File: src/rtl/ahb_pkg.sv
// ahb_pkg: shared AHB-Lite transfer types, response codes and default-slave states
package ahb_pkg;
    typedef enum logic [1:0] {
        TR_IDLE   = 2'b00,
        TR_BUSY   = 2'b01,
        TR_NONSEQ = 2'b10,
        TR_SEQ    = 2'b11
    } htrans_t;
    localparam logic HRESP_OKAY  = 1'b0;
    localparam logic HRESP_ERROR = 1'b1;
    typedef enum logic [1:0] {
        DS_IDLE = 2'b00,
        DS_ERR1 = 2'b01,
        DS_ERR2 = 2'b10
    } dflt_state_t;
    function automatic logic is_active(input logic [1:0] t);
        return (t == TR_NONSEQ) || (t == TR_SEQ);
    endfunction
endpackage

File: src/rtl/ahb_interconnect_if.sv
// ahb_interconnect_if: master-side and slave-side AHB-Lite signals of the interconnect
interface ahb_interconnect_if #(
    parameter int NUM_SLAVES = 4,
    parameter int ADDR_WIDTH = 32,
    parameter int DATA_WIDTH = 32
);
    logic [ADDR_WIDTH-1:0]            HADDR;
    logic [1:0]                       HTRANS;
    logic [NUM_SLAVES-1:0]            HSEL;
    logic [NUM_SLAVES*DATA_WIDTH-1:0] HRDATA_S;
    logic [NUM_SLAVES-1:0]            HREADYOUT_S;
    logic [NUM_SLAVES-1:0]            HRESP_S;
    logic [DATA_WIDTH-1:0]            HRDATA;
    logic                             HREADY;
    logic                             HRESP;
    logic                             dec_err;
    modport slave (
        input  HADDR, HTRANS, HRDATA_S, HREADYOUT_S, HRESP_S,
        output HSEL, HRDATA, HREADY, HRESP, dec_err
    );
    modport master (
        output HADDR, HTRANS, HRDATA_S, HREADYOUT_S, HRESP_S,
        input  HSEL, HRDATA, HREADY, HRESP, dec_err
    );
endinterface

File: src/rtl/ahb_default_slave.sv
// ahb_default_slave: two-cycle ERROR responder for unmapped active transfers
module ahb_default_slave
    import ahb_pkg::*;
(
    input  logic HCLK,
    input  logic HRESETn,
    input  logic req,
    output logic hready,
    output logic hresp,
    output logic dec_err
);
    dflt_state_t state_q, state_d;
    always_ff @(posedge HCLK or negedge HRESETn) begin
        if (!HRESETn) state_q <= DS_IDLE;
        else          state_q <= state_d;
    end
    always_comb begin
        state_d = DS_IDLE;
        hready  = 1'b1;
        hresp   = HRESP_OKAY;
        dec_err = 1'b0;
        case (state_q)
            DS_IDLE: state_d = req ? DS_ERR1 : DS_IDLE;
            DS_ERR1: begin
                state_d = DS_ERR2;
                hready  = 1'b0;
                hresp   = HRESP_ERROR;
                dec_err = 1'b1;
            end
            DS_ERR2: begin
                state_d = req ? DS_ERR1 : DS_IDLE;
                hresp   = HRESP_ERROR;
            end
            default: state_d = DS_IDLE;
        endcase
    end
endmodule

File: src/rtl/ahb_interconnect.sv
// ahb_interconnect: single-master AHB-Lite decoder, data-phase response mux and default slave
module ahb_interconnect
    import ahb_pkg::*;
#(
    parameter int NUM_SLAVES = 4,
    parameter int ADDR_WIDTH = 32,
    parameter int DATA_WIDTH = 32,
    parameter logic [NUM_SLAVES-1:0][ADDR_WIDTH-1:0] SLV_BASE =
        {32'h0000_3000, 32'h0000_2000, 32'h0000_1000, 32'h0000_0000},
    parameter logic [NUM_SLAVES-1:0][ADDR_WIDTH-1:0] SLV_MASK = {4{32'hFFFF_F000}}
) (
    input logic HCLK,
    input logic HRESETn,
    ahb_interconnect_if.slave bus
);
    localparam int SW = $clog2(NUM_SLAVES + 1);
    localparam logic [SW-1:0] DEFAULT = SW'(NUM_SLAVES);
    logic [SW-1:0] asel, dsel_q, dsel_d;
    logic dflt_req, dflt_hready, dflt_hresp;
    // descending scan so the lowest matching index is the one that sticks
    always_comb begin
        asel = DEFAULT;
        for (int i = NUM_SLAVES - 1; i >= 0; i--)
            if ((bus.HADDR & SLV_MASK[i]) == SLV_BASE[i]) asel = SW'(i);
    end
    always_comb begin
        bus.HSEL = '0;
        for (int i = 0; i < NUM_SLAVES; i++) bus.HSEL[i] = (asel == SW'(i));
    end
    always_comb begin
        dsel_d   = bus.HREADY ? asel : dsel_q;
        dflt_req = (asel == DEFAULT) && is_active(bus.HTRANS) && bus.HREADY;
    end
    always_ff @(posedge HCLK or negedge HRESETn) begin
        if (!HRESETn) dsel_q <= DEFAULT;
        else          dsel_q <= dsel_d;
    end
    always_comb begin
        bus.HRDATA = '0;
        bus.HREADY = dflt_hready;
        bus.HRESP  = dflt_hresp;
        for (int i = 0; i < NUM_SLAVES; i++) begin
            if (dsel_q == SW'(i)) begin
                bus.HRDATA = bus.HRDATA_S[i*DATA_WIDTH +: DATA_WIDTH];
                bus.HREADY = bus.HREADYOUT_S[i];
                bus.HRESP  = bus.HRESP_S[i];
            end
        end
    end
    ahb_default_slave u_dflt (
        .HCLK    (HCLK),
        .HRESETn (HRESETn),
        .req     (dflt_req),
        .hready  (dflt_hready),
        .hresp   (dflt_hresp),
        .dec_err (bus.dec_err)
    );
endmodule

File: src/flat_wrapper.sv
// flat-port wrapper written by rule: the top's interface ports become plain ports
module ahb_interconnect_flat import ahb_pkg::*;
#(
    parameter int NUM_SLAVES = 4,
    parameter int ADDR_WIDTH = 32,
    parameter int DATA_WIDTH = 32,
    parameter logic [NUM_SLAVES-1:0][ADDR_WIDTH-1:0] SLV_BASE =
        {32'h0000_3000, 32'h0000_2000, 32'h0000_1000, 32'h0000_0000},
    parameter logic [NUM_SLAVES-1:0][ADDR_WIDTH-1:0] SLV_MASK = {4{32'hFFFF_F000}}
)
  (HCLK, HRESETn, bus_HADDR, bus_HTRANS, bus_HRDATA_S, bus_HREADYOUT_S, bus_HRESP_S, bus_HSEL, bus_HRDATA, bus_HREADY, bus_HRESP, bus_dec_err);
  ahb_interconnect_if #(.NUM_SLAVES(NUM_SLAVES), .ADDR_WIDTH(ADDR_WIDTH), .DATA_WIDTH(DATA_WIDTH)) bus_i ();
  input logic HCLK;
  input logic HRESETn;
  input wire logic [$bits(bus_i.HADDR)-1:0] bus_HADDR;
  input wire logic [$bits(bus_i.HTRANS)-1:0] bus_HTRANS;
  input wire logic [$bits(bus_i.HRDATA_S)-1:0] bus_HRDATA_S;
  input wire logic [$bits(bus_i.HREADYOUT_S)-1:0] bus_HREADYOUT_S;
  input wire logic [$bits(bus_i.HRESP_S)-1:0] bus_HRESP_S;
  output wire logic [$bits(bus_i.HSEL)-1:0] bus_HSEL;
  output wire logic [$bits(bus_i.HRDATA)-1:0] bus_HRDATA;
  output wire logic [$bits(bus_i.HREADY)-1:0] bus_HREADY;
  output wire logic [$bits(bus_i.HRESP)-1:0] bus_HRESP;
  output wire logic [$bits(bus_i.dec_err)-1:0] bus_dec_err;
  assign bus_i.HADDR = bus_HADDR;
  assign bus_i.HTRANS = bus_HTRANS;
  assign bus_i.HRDATA_S = bus_HRDATA_S;
  assign bus_i.HREADYOUT_S = bus_HREADYOUT_S;
  assign bus_i.HRESP_S = bus_HRESP_S;
  assign bus_HSEL = bus_i.HSEL;
  assign bus_HRDATA = bus_i.HRDATA;
  assign bus_HREADY = bus_i.HREADY;
  assign bus_HRESP = bus_i.HRESP;
  assign bus_dec_err = bus_i.dec_err;
  ahb_interconnect #(.NUM_SLAVES(NUM_SLAVES), .ADDR_WIDTH(ADDR_WIDTH), .DATA_WIDTH(DATA_WIDTH), .SLV_BASE(SLV_BASE), .SLV_MASK(SLV_MASK)) u_core (.HCLK(HCLK), .HRESETn(HRESETn), .bus(bus_i));
endmodule
File: config.mk
export PLATFORM = sky130hd
export DESIGN_NAME = ahb_interconnect_flat
export DESIGN_NICKNAME = d
export VERILOG_FILES = /design/src/rtl/ahb_pkg.sv /design/src/rtl/ahb_interconnect_if.sv /design/src/rtl/ahb_default_slave.sv /design/src/rtl/ahb_interconnect.sv /design/src/flat_wrapper.sv
export SDC_FILE = /design/constraint.sdc
export NUM_CORES = 1
export LEC_CHECK = 0
export CORE_AREA = 3 3 81 83
export CTS_CLUSTER_SIZE = 12
export DETAILED_ROUTE_END_ITERATION = 10
export DIE_AREA = 0 0 84 86
export PLACE_DENSITY = 0.86
export SYNTH_ARGS = -nofsm -noshare
export SYNTH_HDL_FRONTEND = slang
export SYNTH_SLANG_ARGS = --single-unit
File: constraint.sdc
create_clock -name HCLK -period 5.12 [get_ports HCLK]
set_clock_uncertainty 0.2 [all_clocks]
set_input_delay 0.768 -clock HCLK [delete_from_list [all_inputs] [get_ports HCLK]]
set_output_delay 0.768 -clock HCLK [all_outputs]
set_load 0.005 [all_outputs]
==> flow_summary.json, run 1 <==
{
  "synth_cells": 115,
  "critical_path_peak_fanout": 22,
  "final_area_um2": 3440,
  "dr.pass1.iters": 4,
  "cts.repair.resized": 0,
  "rows": 28,
  "muxShareOfSynthArea_pct": 58.6,
  "maxSlewHeadroom_pct": 52.6,
  "layout_setup_ws_ns": 1.49,
  "end_kind": "output port",
  "rsz0062_at_grt": "no",
  "dpl-instance-area_um2": 3400,
  "drt-wirelength-per-cell_um": 16.6,
  "hold_viol": 0,
  "ys_seq_area_share_pct": 9.17,
  "cp-start-kind": "flop",
  "syn_nets": 291,
  "critical_path_class": "reg -> out",
  "clock_path_buffers": 2,
  "worst_slew_pin_slew_ns": 0.712,
  "synthXorXnorAreaFrac_pct": 0,
  "final_cell_mix": "clkdlybuf4s50_1, mux4_2, nor2b_1",
  "synth_top_family_by_area": "multiplexers",
  "layout-drive-gt1-share_pct": 15.0,
  "min_period_ns": 3.63,
  "finalNetCount": 483,
  "synth_simple_gate_area_share_pct": 21.9,
  "vias": 1795,
  "fmax_mhz": 276,
  "yosysTopAreaCell": "mux4_2",
  "cts_setup_buffers": 0,
  "clock_latency_ns": 0.22,
  "required_ns": 4.15,
  "grt_pass1_vias": 1982,
  "m1WireLength_um": 2260,
  "cts_buffers": 3,
  "grt_pass1_wl_um": 9640,
  "dr_wl_met2_um": 3520,
  "drt_iter0_drc": 29,
  "yosysWarnings": 0,
  "wirelength_um": 6330,
  "io_buffers": 197,
  "cts-htree-levels": 1,
  "dp_hpwl_um": 5590,
  "grt_antenna_before_repair": 0,
  "finalSetupViolCount": 0,
  "synth_fa_ha_area_share_pct": 3.63,
  "root_buffer": "clkbuf_8",
  "crit_buf_inv": 2,
  "globalRouteOverflowTotal": 0,
  "crit_arrival_ns": 2.66,
  "syn_area_per_cell_um2": 12.0,
  "place_ws_ns": 1.51,
  "status": "finished, final reports clean",
  "syn_area_um2": 1380,
  "cts_tree": "built",
  "gp_routability_congestion": 0.818,
  "synth_cell_types": 23,
  "ant_nets": 0,
  "grt_max_degree": 37,
  "ios": 211,
  "ys_seq_elements": 5,
  "initial_utilization_pct": 23.3,
  "ir_drop_v": 0.0000890,
  "final.fill_count": 488,
  "max_stage_delay_ns": 0.65,
  "max_cap_viol_count": 0,
  "leakagePower_nw": 1.16,
  "die_y_um": 86,
  "fp.coreArea_um2": 5920,
  "fp.dieArea_um2": 7220,
  "drv_slew": 0,
  "cts-hold-fix-buffers": 0,
  "wl_met3_um": 511,
  "insertedDiodeCount": 0,
  "crit_chain": "buf_4 > mux4_2 > nor2_2 > a21oi_2 > clkdlybuf4s50_1",
  "min_period_over_period_pct": 70.9,
  "setup_tns_ns": 0,
  "power.density_nw_per_um2": 101,
  "dieWidth_um": 84,
  "cp_slowest_cell": "dfrtp_2",
  "synth_top_area_share_pct": 55.6,
  "route.detailed.drc": 0,
  "synth_area_leaders": "mux4_2, nor2b_1, dfrtp_1, ha_1, nor3_1",
  "syn_to_final_growth_pct": 150,
  "critPathTopFamily": "buffers and inverters",
  "vias_per_cell": 4.71,
  "cts_sinks": 5,
  "synth-compound-area-share_pct": 1.18,
  "hold_class": "reg -> reg",
  "layout_commonest_cell": "clkdlybuf4s50_1",
  "maxUsedRoutingLayer": "met4",
  "grtUsageTotal_pct": 16.8,
  "clk_pin_slew_ns": 0.04
}
## area by class of cell
class	count	area (um2)	share of cell area, %
repair buffers	199	1990	57.7
inverters	4	15.0	0.436
well taps	75	93.8	2.73
flip-flops and latches	5	128	3.71
clock buffers	4	45.0	1.31
multi-input cells	94	1170	34.1
## metrics by stage
| stage | std cells | total power [mW] | hold slack (ns) | utilization (%) |
|---|---|---|---|---|
| final | 381 | 0.348 | 0.486 | 58.2 |
| after global routing | 381 | 0.372 | 0.520 | 58.2 |
| after CTS | 381 | 0.351 | 0.476 | 58.2 |
| after detailed placement | 377 | 0.275 | 0.464 | 57.4 |
| after global placement | 377 | 0.268 | 0.454 | 57.4 |
| after floorplan | 115 | 0.115 | 0.272 | - |
## metal layers
layer | vias up | global-route usage (%)
li1 | 836 | -
met1 | 837 | 18.4
met2 | 118 | 33.8
met3 | 4 | 2.59
met4 | 0 | 3.51
met5 | - | 0
## state kept, by name, indices dropped and copies added (netlist names)
register	cells
u_core.dsel_q	3
u_core.u_dflt.state_q	2
## cell usage after synthesis
master / instances
nand2_1: 1
dfstp_2: 1
mux4_2: 34
a211oi_1: 1
nor4_1: 4
nor3b_1: 1
nor2_1: 3
dfrtp_1: 4
clkbuf_1: 6
buf_4: 1
inv_1: 4
nor3_1: 6
or2_1: 1
ha_1: 4
buf_6: 1
nor2b_1: 32
nor2_2: 1
and3_1: 1
buf_2: 4
nand3_1: 1
a21oi_2: 1
mux2_4: 2
mux2_2: 1
## path summary, 6_finish.rpt
check,startpoint,end,slack [ns],cells after the start
min in group asynchronous,HRESETn,u_core.u_dflt.state_q[0]$_DFF_PN0_,0.57,1
max in group asynchronous,HRESETn,u_core.dsel_q[2]$_DFFE_PN1N_,3.90,1
max reg2reg,u_core.dsel_q[0]$_DFFE_PN0N_,u_core.dsel_q[1]$_DFFE_PN0N_,2.55,5
max,u_core.dsel_q[0]$_DFFE_PN0N_,bus_HREADY,1.49,5
min reg2reg,u_core.u_dflt.state_q[0]$_DFF_PN0_,u_core.u_dflt.state_q[1]$_DFF_PN0_,0.49,1
min,u_core.u_dflt.state_q[0]$_DFF_PN0_,u_core.u_dflt.state_q[1]$_DFF_PN0_,0.49,1
## cells by family (layout without fill, tap and decap cells)
family / count (synthesis) / count (layout)
and+or+nand+nor: 51 / 51
muxes: 37 / 37
DFF: 5 / 5
adders and majority gates: 4 / 4
AOI/OAI and AO/OA: 2 / 2
buffers and inverters: 16 / 207
## report_power, final
group          switching [mW]  internal [mW]  total [mW]
logic                  0.0525          0.169       0.222
clock network          0.0202         0.0535      0.0738
registers             0.00558         0.0468      0.0523
(Power assumes the default switching activity.)
==> run 2: changes to the inputs <==
Settings changed: CORE_AREA 3 3 81 83 to default, CORE_MARGIN from default to 3, CORE_UTILIZATION from default to 21, DIE_AREA 0 0 84 86 to default, PLACE_DENSITY 0.86 to 0.83.
Clock period 5.12 ns to 2.91 ns, I/O delays scaled along.
==> run 2 against run 1 <==
  * Worst setup slack lost 1.3 ns
  * Combinational power rose by 76%
  * Highest routed layer unchanged
  * Largest cell class unchanged
  * Critical endpoint unchanged
  * First-iteration DRC count unchanged
  * Critical path depth did not move
  * Utilization fell by 0.69 points
==> flow_summary.json, run 2 (synthesis results as in run 1) <==
{
  "vias": 1816,
  "cts-htree-levels": 1,
  "ios": 211,
  "drv_slew": 0,
  "cts_buffers": 3,
  "dpl-instance-area_um2": 3450,
  "status": "finished, final reports clean",
  "grtUsageTotal_pct": 15.7,
  "required_ns": 2.27,
  "grt_pass1_wl_um": 9310,
  "clk_pin_slew_ns": 0.03,
  "drt-wirelength-per-cell_um": 16.6,
  "layout_commonest_cell": "clkdlybuf4s50_1",
  "die_y_um": 87.0,
  "regMostFlops": "u_core.dsel_q",
  "ant_nets": 0,
  "syn_to_final_growth_pct": 156,
  "r2r_slack_ns": 0.86,
  "rsz0062_at_grt": "no",
  "drt_iter0_drc": 29,
  "cts_tree": "built",
  "finalNetCount": 488,
  "met3_usage_pct": 5.30,
  "grt_max_degree": 23,
  "p_int_mw": 0.473,
  "globalRouteOverflowTotal": 0,
  "initial_utilization_pct": 22.5,
  "clock_latency_ns": 0.22,
  "place_inst": 382,
  "dieWidth_um": 87.0,
  "use_met2_pct": 29.7,
  "fmax_mhz": 364,
  "leakagePower_nw": 1.26,
  "sw_frac_of_total_pct": 22.1,
  "clock_path_buffers": 2,
  "fp.dieArea_um2": 7570,
  "layout-drive-gt1-share_pct": 17.7,
  "stdcell_count": 386,
  "p_sw_mw": 0.135,
  "final_util_pct": 57.5,
  "dp_hpwl_um": 5600,
  "finalSetupViolCount": 0,
  "grt_use_met1_pct": 16.4,
  "critical_path_peak_fanout": 13,
  "cts.repair.resized": 0,
  "max_cap_viol_count": 0,
  "end_kind": "output port",
  "power.density_nw_per_um2": 173,
  "vias_per_cell": 4.70,
  "cts_setup_buffers": 0,
  "pwr-share-seq_pct": 15.1,
  "min_period_over_period_pct": 94.4,
  "rows": 28,
  "insertedDiodeCount": 0,
  "largest_registers": "u_core.dsel_q (3), u_core.u_dflt.state_q (2)",
  "crit_arrival_ns": 2.11,
  "worst_slew_pin_slew_ns": 0.422,
  "cts_sinks": 5,
  "clockPowerShare_pct": 20.7,
  "ir_drop_v": 0.000162,
  "root_buffer": "clkbuf_8",
  "cts-hold-fix-buffers": 0,
  "hold_class": "in -> async",
  "maxSlewHeadroom_pct": 71.8,
  "critical_path_class": "reg -> out",
  "grt_antenna_before_repair": 0,
  "io_buffers": 197,
  "min_period_ns": 2.75,
  "final_area_um2": 3520,
  "grt_pass1_vias": 1958,
  "wirelength_um": 6400,
  "gp_routability_congestion": 0.811,
  "setup_tns_ns": 0,
  "route.detailed.drc": 0,
  "final_cell_mix": "clkdlybuf4s50_1, mux4_2, nor2b_1",
  "hold_viol": 0,
  "dr.pass1.iters": 4,
  "p_total_mw": 0.608,
  "grt_busiest_layer": "met2",
  "largest_reg_flops": 3,
  "fp.coreArea_um2": 6130,
  "cp-start-kind": "flop",
  "comb_power_share_pct": 64.2
}
[run 2: changes by cell type in the layout (fill, tap and decap cells not counted), sizes merged]
cell	change
buf	+5
clkdlybuf4s50	-4
dlymetal6s2s	+4
[run 2: stage by stage]
step	hold slack [ns]	worst slack, ns
3_3_place_gp	0.449	0.0568
4_1_cts	0.240	0.0505
3_5_place_dp	0.465	0.0477
5_1_grt	0.248	0.0459
2_1_floorplan	-0.0591	0.869
6_report	0.234	0.162
[run 2: worst paths after layout]
| path | start | endpoint | depth (start not counted) |
|---|---|---|---|
| min in group HCLK | u_core.u_dflt.state_q[0]$_DFF_PN0_ | u_core.u_dflt.state_q[1]$_DFF_PN0_ | 1 |
| max | u_core.dsel_q[0]$_DFFE_PN0N_ | bus_HREADY | 5 |
| max reg2reg | u_core.dsel_q[0]$_DFFE_PN0N_ | u_core.dsel_q[0]$_DFFE_PN0N_ | 5 |
| min reg2reg | u_core.u_dflt.state_q[0]$_DFF_PN0_ | u_core.u_dflt.state_q[1]$_DFF_PN0_ | 1 |
| max in group asynchronous | HRESETn | u_core.dsel_q[2]$_DFFE_PN1N_ | 1 |
| min | HRESETn | u_core.u_dflt.state_q[0]$_DFF_PN0_ | 1 |
[run 2: power by group through the flow]
stage	combinational [mW]	sequential, mW	clock, mW
5_1_grt	0.424	0.0942	0.132
2_1_floorplan	0.112	0.0909	0
3_3_place_gp	0.381	0.0917	0
4_1_cts	0.392	0.0926	0.128
3_5_place_dp	0.390	0.0934	0
6_report	0.391	0.0920	0.126
[run 2: area by class of cell]
| cell class | instances | area [um2] |
|---|---|---|
| Clock buffer | 4 | 45.0 |
| Sequential cell | 5 | 128 |
| Tap cell | 75 | 93.8 |
| Timing Repair Buffer | 204 | 2050 |
| Inverter | 4 | 15.0 |
| Multi-Input combinational cell | 94 | 1190 |
| Fill cell | 515 | 2610 |
[run 2: layer usage]
metal	vias to the layer above	wire, um
li1	847	-
met1	835	2110
met2	130	3330
met3	4	906
met4	0	51
met5	-	0
[run 2: worst max-delay path, cell delays in order (launching register included)]
cell and delay (ns):
dfrtp_2 0.37, buf_4 0.27, mux4_2 0.54, nor2_2 0.15
a21oi_2 0.08, clkdlybuf4s50_1 0.47
==> run 3: changes to the inputs <==
Settings changed: CTS_BUF_LIST from default to sky130_fd_sc_hd__clkbuf_16.
==> run 3 against run 2 <==
  * Sequential power about the same
  * First-iteration DRC count is 3.4% higher
  * Via count about the same
  * Clock power up 74%
  * Utilization grew 0.55 points
  * Global-route usage stayed put
  * Critical path depth did not move
  * Worst setup slack worse by 0.0089 ns
  * Flip-flop and latch count did not move
  * Routed wire length about the same
  * Register-to-register slack hardly changed
  * Die area did not move
==> flow_summary.json, run 3 (synthesis results as in run 1) <==
{
  "power.density_nw_per_um2": 197,
  "largest_registers": "u_core.dsel_q (3), u_core.u_dflt.state_q (2)",
  "ant_nets": 0,
  "die_y_um": 87.0,
  "regMostFlops": "u_core.dsel_q",
  "cts_tree": "built",
  "stdcell_count": 386,
  "route.detailed.drc": 0,
  "worst_slew_pin_slew_ns": 0.427,
  "p_sw_mw": 0.143,
  "sw_frac_of_total_pct": 20.4,
  "min_period_over_period_pct": 94.7,
  "hold_class": "in -> async",
  "vias_per_cell": 4.70,
  "grt_pass1_vias": 1969,
  "grt_max_degree": 23,
  "syn_to_final_growth_pct": 158,
  "cts_setup_buffers": 0,
  "maxSlewHeadroom_pct": 71.5,
  "initial_utilization_pct": 22.5,
  "min_period_ns": 2.76,
  "hold_viol": 0,
  "fp.dieArea_um2": 7570,
  "dr_wl_met2_um": 3340,
  "wirelength_um": 6400,
  "cts-htree-levels": 1,
  "rsz0062_at_grt": "no",
  "critical_path_class": "reg -> out",
  "final_util_pct": 58.0,
  "reg2reg_to": "u_core.dsel_q[0]$_DFFE_PN0N_",
  "root_buffer": "clkbuf_16",
  "drt-wirelength-per-cell_um": 16.6,
  "crit_arrival_ns": 2.12,
  "p_int_mw": 0.557,
  "m1WireLength_um": 2140,
  "layout_commonest_cell": "clkdlybuf4s50_1",
  "max_cap_viol_count": 0,
  "place_inst": 382,
  "r2r_cells": 5,
  "final_cell_mix": "clkdlybuf4s50_1, mux4_2, nor2b_1",
  "comb_power_share_pct": 55.6,
  "status": "finished, final reports clean",
  "insertedDiodeCount": 0,
  "largest_reg_flops": 3,
  "io_buffers": 197,
  "pwr-share-seq_pct": 13.1,
  "ios": 211,
  "cts_sinks": 5,
  "dp_hpwl_um": 5600,
  "dieWidth_um": 87.0,
  "fmax_mhz": 363,
  "place_ws_ns": 0.0477,
  "setup_tns_ns": 0,
  "clockPowerShare_pct": 31.3,
  "globalRouteOverflowTotal": 0,
  "required_ns": 2.27,
  "clk_pin_slew_ns": 0.03,
  "gp_routability_congestion": 0.811,
  "r2r_slack_ns": 0.86,
  "leakagePower_nw": 1.28,
  "ir_drop_v": 0.000186,
  "cp-start-kind": "flop",
  "critical_path_peak_fanout": 13,
  "startpoint": "u_core.dsel_q[0]$_DFFE_PN0N_",
  "wl_met3_um": 889,
  "cts_buffers": 3,
  "grt_pass1_wl_um": 9360,
  "finalNetCount": 488,
  "fp.coreArea_um2": 6130,
  "vias": 1815,
  "r2r_start": "u_core.dsel_q[0]$_DFFE_PN0N_",
  "clock_latency_ns": 0.22,
  "layout_setup_ws_ns": 0.153,
  "layout-drive-gt1-share_pct": 17.7,
  "drt_iter0_drc": 30,
  "grt_antenna_before_repair": 0,
  "rows": 28,
  "end_kind": "output port",
  "grtUsageTotal_pct": 15.7,
  "clock_path_buffers": 2,
  "maxUsedRoutingLayer": "met4",
  "finalSetupViolCount": 0,
  "dr.pass1.iters": 4,
  "timing.hold.ws_ns": 0.228,
  "drv_slew": 0
}
==> run 3: timing repair <==
item / 4_1_cts / 5_1_grt
hold endpoints to repair: 0 / 0
gates resized for setup: 0 / 8
hold buffers: 0 / 0
endpoints found under the setup margin: 0 / 4
==> run 3: worst max-delay path, cell delays in order (launching register included) <==
cell	delay (ns)
dfrtp_2	0.37
buf_4	0.27
mux4_2	0.54
nor2_2	0.15
a21oi_2	0.08
clkdlybuf4s50_1	0.48
==> run 3: cell type report <==
class,count,area [um2]
clock buffers,3,75.1
clock inverters,1,3.75
fillers,508,2570
inverters,4,15.0
multi-input cells,94,1190
flip-flops and latches,5,128
well taps,75,93.8
repair buffers,204,2050
==> run 3: power by group through the flow <==
stage	combinational [mW]	sequential, mW	clock, mW
after floorplan	0.112	0.0909	0
after global placement	0.381	0.0917	0
after detailed placement	0.390	0.0934	0
after CTS	0.392	0.0926	0.220
after global routing	0.424	0.0942	0.227
final	0.389	0.0920	0.219
==> run 3: worst max-delay path by stage <==
stage,to,slack [ns],cells past startpoint
6_report,bus_HREADY,0.15,5
5_1_grt,bus_HREADY,0.04,5
4_1_cts,bus_HSEL[2],0.05,6
3_5_place_dp,bus_HSEL[2],0.05,6
3_3_place_gp,bus_HSEL[0],0.06,6
2_1_floorplan,bus_HRDATA[10],0.87,4
==> run 3: per-stage QoR <==
stage	power, mW	cell area (um2)
after floorplan	0.203	1380
after global placement	0.473	3450
after detailed placement	0.483	3450
after CTS	0.705	3530
after global routing	0.745	3560
final	0.700	3560
==> run 3: layer usage <==
metal  track usage, %  vias to the layer above
met3             5.58                        2
li1                 -                      847
met4             2.97                        0
met2             29.8                      126
met5                0                        -
met1             16.5                      840
